**config.mk**
```make
export PLATFORM = sky130hd
export DESIGN_NAME = alu_op_sequencer
export DESIGN_NICKNAME = d
export VERILOG_FILES = /design/src/rtl/alu_op_sequencer.sv
export SDC_FILE = /design/constraint.sdc
export NUM_CORES = 1
export LEC_CHECK = 0
export ABC_CLOCK_PERIOD_IN_PS = 4320
export BUFFER_PORTS_ARGS = -buffer_cell sky130_fd_sc_hd__clkbuf_2
export CAP_MARGIN = 20
export CORE_MARGIN = 10
export CORE_UTILIZATION = 50
export CTS_CLUSTER_DIAMETER = 50
export DETAILED_ROUTE_END_ITERATION = 8
export PLACE_DENSITY_LB_ADDON = 0.25
export SLEW_MARGIN = 20
export SYNTH_ARGS = -nofsm -noshare
export SYNTH_HDL_FRONTEND = slang
export SYNTH_SLANG_ARGS = --single-unit
```
**constraint.sdc**
```tcl
create_clock -name clk -period 4.32 [get_ports clk]
set_input_delay 1.08 -clock clk [delete_from_list [all_inputs] [get_ports clk]]
set_output_delay 1.08 -clock clk [all_outputs]
set_load 0.01 [all_outputs]
```
**src/rtl/alu_op_sequencer.sv**
```systemverilog
// Command/operand sequencer for the 8-bit signed ALU: accepts a command,
// drives registered operands to the ALU, captures the result one cycle
// later and returns it over a valid/ready handshake.
module alu_op_sequencer #(
  parameter int WIDTH         = 8,
  parameter int ALU_SEL_WIDTH = 3,
  parameter int CNT_WIDTH     = 16
) (
  input  logic                     clk,
  input  logic                     rst,
  input  logic                     cmd_valid,
  output logic                     cmd_ready,
  input  logic [ALU_SEL_WIDTH-1:0] cmd_op,
  input  logic [WIDTH-1:0]         cmd_a,
  input  logic [WIDTH-1:0]         cmd_b,
  input  logic                     cmd_use_acc,
  input  logic                     acc_clr,
  output logic [WIDTH-1:0]         alu_bus_a,
  output logic [WIDTH-1:0]         alu_bus_b,
  output logic [ALU_SEL_WIDTH-1:0] alu_sel,
  input  logic [WIDTH-1:0]         alu_out,
  input  logic                     alu_zero,
  input  logic                     alu_negative,
  output logic                     res_valid,
  input  logic                     res_ready,
  output logic [WIDTH-1:0]         res_data,
  output logic                     res_zero,
  output logic                     res_negative,
  output logic [WIDTH-1:0]         acc,
  output logic [CNT_WIDTH-1:0]     op_count
);

  typedef enum logic [1:0] {
    IDLE = 2'd0,
    EXEC = 2'd1,
    RESP = 2'd2
  } state_t;

  state_t state, state_nxt;
  logic   accept;
  logic   res_fire;

  // State register
  always_ff @(posedge clk or posedge rst) begin
    if (rst) state <= IDLE;
    else     state <= state_nxt;
  end

  // Next-state logic and handshake strobes
  always_comb begin
    state_nxt = state;
    cmd_ready = 1'b0;
    accept    = 1'b0;
    res_fire  = 1'b0;
    case (state)
      IDLE: begin
        cmd_ready = 1'b1;
        accept    = cmd_valid;
        if (cmd_valid) state_nxt = EXEC;
      end
      EXEC: state_nxt = RESP;
      RESP: begin
        res_fire = res_valid && res_ready;
        if (res_fire) state_nxt = IDLE;
      end
      default: state_nxt = IDLE;
    endcase
  end

  // Operand/opcode registers toward the ALU; a same-cycle acc_clr forces operand A to 0
  always_ff @(posedge clk or posedge rst) begin
    if (rst) begin
      alu_bus_a <= '0;
      alu_bus_b <= '0;
      alu_sel   <= '0;
    end else if (accept) begin
      if (cmd_use_acc) alu_bus_a <= acc_clr ? '0 : acc;
      else             alu_bus_a <= cmd_a;
      alu_bus_b <= cmd_b;
      alu_sel   <= cmd_op;
    end
  end

  // Accumulator: cleared on request in IDLE, loaded with the ALU result in EXEC
  always_ff @(posedge clk or posedge rst) begin
    if (rst) begin
      acc <= '0;
    end else if (state == IDLE && acc_clr) begin
      acc <= '0;
    end else if (state == EXEC) begin
      acc <= alu_out;
    end
  end

  // Result capture and response handshake, delivered-result counter
  always_ff @(posedge clk or posedge rst) begin
    if (rst) begin
      res_valid    <= 1'b0;
      res_data     <= '0;
      res_zero     <= 1'b0;
      res_negative <= 1'b0;
      op_count     <= '0;
    end else if (state == EXEC) begin
      res_valid    <= 1'b1;
      res_data     <= alu_out;
      res_zero     <= alu_zero;
      res_negative <= alu_negative;
    end else if (res_fire) begin
      res_valid <= 1'b0;
      op_count  <= op_count + 1'b1;
    end
  end

endmodule

```
==> impl_metrics.env <==
export IMPL_timing_final_ws_setup_ns=2.16
export IMPL_dp_slack_ns=1.80
export IMPL_ys_seq_area_frac=0.612
export IMPL_die_h_microns=87.7
export IMPL_startpoint_type="primary input"
export IMPL_die_x_microns=87.7
export IMPL_synthesis_nets=213
export IMPL_synth_seq_cells=56
export IMPL_die_area_sq_mm=0.00769
export IMPL_cts_tree="built"
export IMPL_hp_class="reg2reg"
export IMPL_cp_end_kind="register"
export IMPL_cts_resized=0
export IMPL_io_pins=90
export IMPL_drt_iter0_drc=56
export IMPL_slowest_stage="and2_1"
export IMPL_yosysUniqueCellTypes=29
export IMPL_post_cts_setup_buffer_count=0
export IMPL_drc=0
export IMPL_cts_buffers=5
export IMPL_cp_slowest_stage_delay_ns=0.77
export IMPL_grt_total_usage=0.133
export IMPL_holdPathStages=1
export IMPL_path_cells="clkbuf_2 > and2_1 > mux2_2"
export IMPL_synth_area_sq_mm=0.00229
export IMPL_p_leak_nw=1.48
export IMPL_antenna_found_initial=0
export IMPL_synthFlopType="dfrtp_1"
export IMPL_ir_drop_mv=0.333
export IMPL_reg2reg_depth=3
export IMPL_design_area_sq_mm=0.00291
export IMPL_synth_top_family_by_area="simple AND/OR/NAND/NOR gates"
export IMPL_cts_root_buf="clkbuf_8"
export IMPL_via_per_inst=5.11
export IMPL_rrSetupSlack_ns=2.37
export IMPL_yosys_area_share_adder=0.00546
export IMPL_syn2layout_area_growth_pct=26.9
export IMPL_cap_violations=0
export IMPL_whs_endpoint="op_count[15]"
export IMPL_totalWireLength_mm=5.11
export IMPL_port_buffers=89
export IMPL_power_density_mw_per_mm2=651
export IMPL_place_inst=313
export IMPL_grt_max_degree=34
export IMPL_yosys_mux_area_fraction=0.103
export IMPL_dr_pass1_iters=4
export IMPL_core_sq_mm=0.00438
export IMPL_insertion_delay_ns=0.31
export IMPL_grt_pass1_wl_mm=8.30
export IMPL_ys_warn_count=0
export IMPL_hold_violations=0
export IMPL_synthXorXnorAreaFrac=0.0574
export IMPL_antenna_left=0
export IMPL_slew_limit_headroom=0.331
export IMPL_gp_congestion=0.746
export IMPL_crit_family="simple AND/OR/NAND/NOR gates"
export IMPL_fin_skew_ns=0.0107
export IMPL_dpl_cell_area_sq_mm=0.00278
export IMPL_overflow=0
export IMPL_yosys_area_top_type_share=0.612
export IMPL_fin_cells=321
export IMPL_synth_commonest_cells="dfrtp_1, mux2_2, a21oi_1, nand2_1, xnor2_1"
export IMPL_arrival_ns=2.35
export IMPL_r2r_end="alu_sel[0]"
export IMPL_htree_levels=2
export IMPL_yosysMostFrequentCell="dfrtp_1"
export IMPL_cp_num_buf_inv=1
export IMPL_min_from="op_count[15]"
export IMPL_synth_compound_area_share=0.0754
export IMPL_report_final_setup_viol=0
export IMPL_tns_ns=0
export IMPL_required_ns=4.51
export IMPL_post_drt_wl_per_cell_microns=15.9
export IMPL_clock_sinks=56
export IMPL_vias=1641
export IMPL_worst_slew_pin_slew_ns=1.00
export IMPL_postCtsHoldBufs=0
export IMPL_synth_simple_area_share=0.133
export IMPL_synth_largest_area_cell="dfrtp_1"
export IMPL_cts_clk_slew_worst_paths_ns=0.09
export IMPL_synth_area_leaders="dfrtp_1, mux2_2, xnor2_1"
export IMPL_start_util=0.522
export IMPL_slew_violations=0
export IMPL_rows=24
export IMPL_reg2reg_from="state[0]"
export IMPL_async_flop_share=1.00
export IMPL_rsz0062_at_grt="no"
export IMPL_num_fill_cells=359
export IMPL_cp_depth=3
export IMPL_status="completed"
export IMPL_cts_buffer_depth=2
export IMPL_path_class="in2reg"
export IMPL_syn_inst=177
export IMPL_synth_edf_count=0
export IMPL_dp_hpwl_mm=4.08
export IMPL_nNetsFinal=304
export IMPL_num_antenna_cells=0
export IMPL_grt_pass1_vias=1716
export IMPL_worstPathMaxFanout=28
export IMPL_fmax_mhz=463
export IMPL_fin_util=0.663
export IMPL_min_period_ns=2.16
export IMPL_drive_above_1_share=0.465
export IMPL_finalCritPeriodShare=0.500
export IMPL_avgSynthCellArea_sq_um=12.9
==> through the flow <==
stage	hold WS (ns)	power (mW)
detailed placement	0.465	1.56
floorplan	0.507	1.25
global placement	0.460	1.54
CTS	0.481	1.92
global route	0.509	2.02
finish	0.477	1.89
==> flip-flops by register name, summed over array words and instances, names as in the netlist <==
signal,count
acc,8
alu_bus_a,8
alu_bus_b,8
alu_sel,3
op_count,16
res_data,8
res_negative,1
res_valid,1
res_zero,1
state,2
==> layout by cell type (no fill, tap or decap), types with 2 or more instances in the layout <==
| master | count |
|---|---|
| xnor2_1 | 11 |
| a21o_1 | 2 |
| xor2_1 | 4 |
| clkbuf_2 | 89 |
| mux2_2 | 21 |
| dfrtp_1 | 56 |
| a22o_1 | 8 |
| nand4_1 | 2 |
| and4_1 | 3 |
| nand3_1 | 4 |
| nor2_1 | 10 |
| nand2_1 | 12 |
| a21oi_1 | 14 |
| clkbuf_8 | 7 |
| nor2b_1 | 10 |
==> worst register-to-register path, stage by stage, from the launching register on <==
cell     delay [ns]
dfrtp_1        0.44
nor2_1         0.17
and2_1         0.81
mux2_2         0.43
==> where the power goes <==
part | leakage, nW | internal, mW | switching [mW]
Sequential | 0.698 | 0.724 | 0.144
Combinational | 0.713 | 0.324 | 0.333
Clock | 0.0645 | 0.205 | 0.161
==> how the worst max path moves through the flow <==
stage | startpoint | end
4_1_cts | cmd_valid | alu_sel[0]
3_5_place_dp | cmd_valid | alu_sel[0]
2_1_floorplan | rst | acc[0]
3_3_place_gp | cmd_valid | alu_bus_b[7]
5_1_grt | cmd_valid | alu_sel[2]
6_report | cmd_valid | alu_sel[0]
==> per-layer routing <==
metal  GRT usage  up-vias  routed length [microns]
li1            -      796                        -
met1       0.160      786                     2130
met2       0.212       51                     2440
met3      0.0576        8                      454
met4      0.0362        0                       80
met5           0        -                        0
==> layout make-up <==
class | count | area (sq um) | area share
Clock buffer | 7 | 96.3 | 0.0331
Multi-Input combinational cell | 114 | 857 | 0.295
Inverter | 1 | 3.75 | 0.00129
Sequential cell | 56 | 1400 | 0.482
Tap cell | 52 | 65.1 | 0.0224
Timing Repair Buffer | 90 | 453 | 0.156
Clock inverter | 1 | 30.0 | 0.0103
==> cell families after synthesis <==
family          Yosys count
xor+xnor                 15
buf+inv                   7
compound gates           26
mux                      21
simple gates             51
flops                    56
fa+ha+maj                 1
No activity file was read; power rests on OpenSTA's default activity.
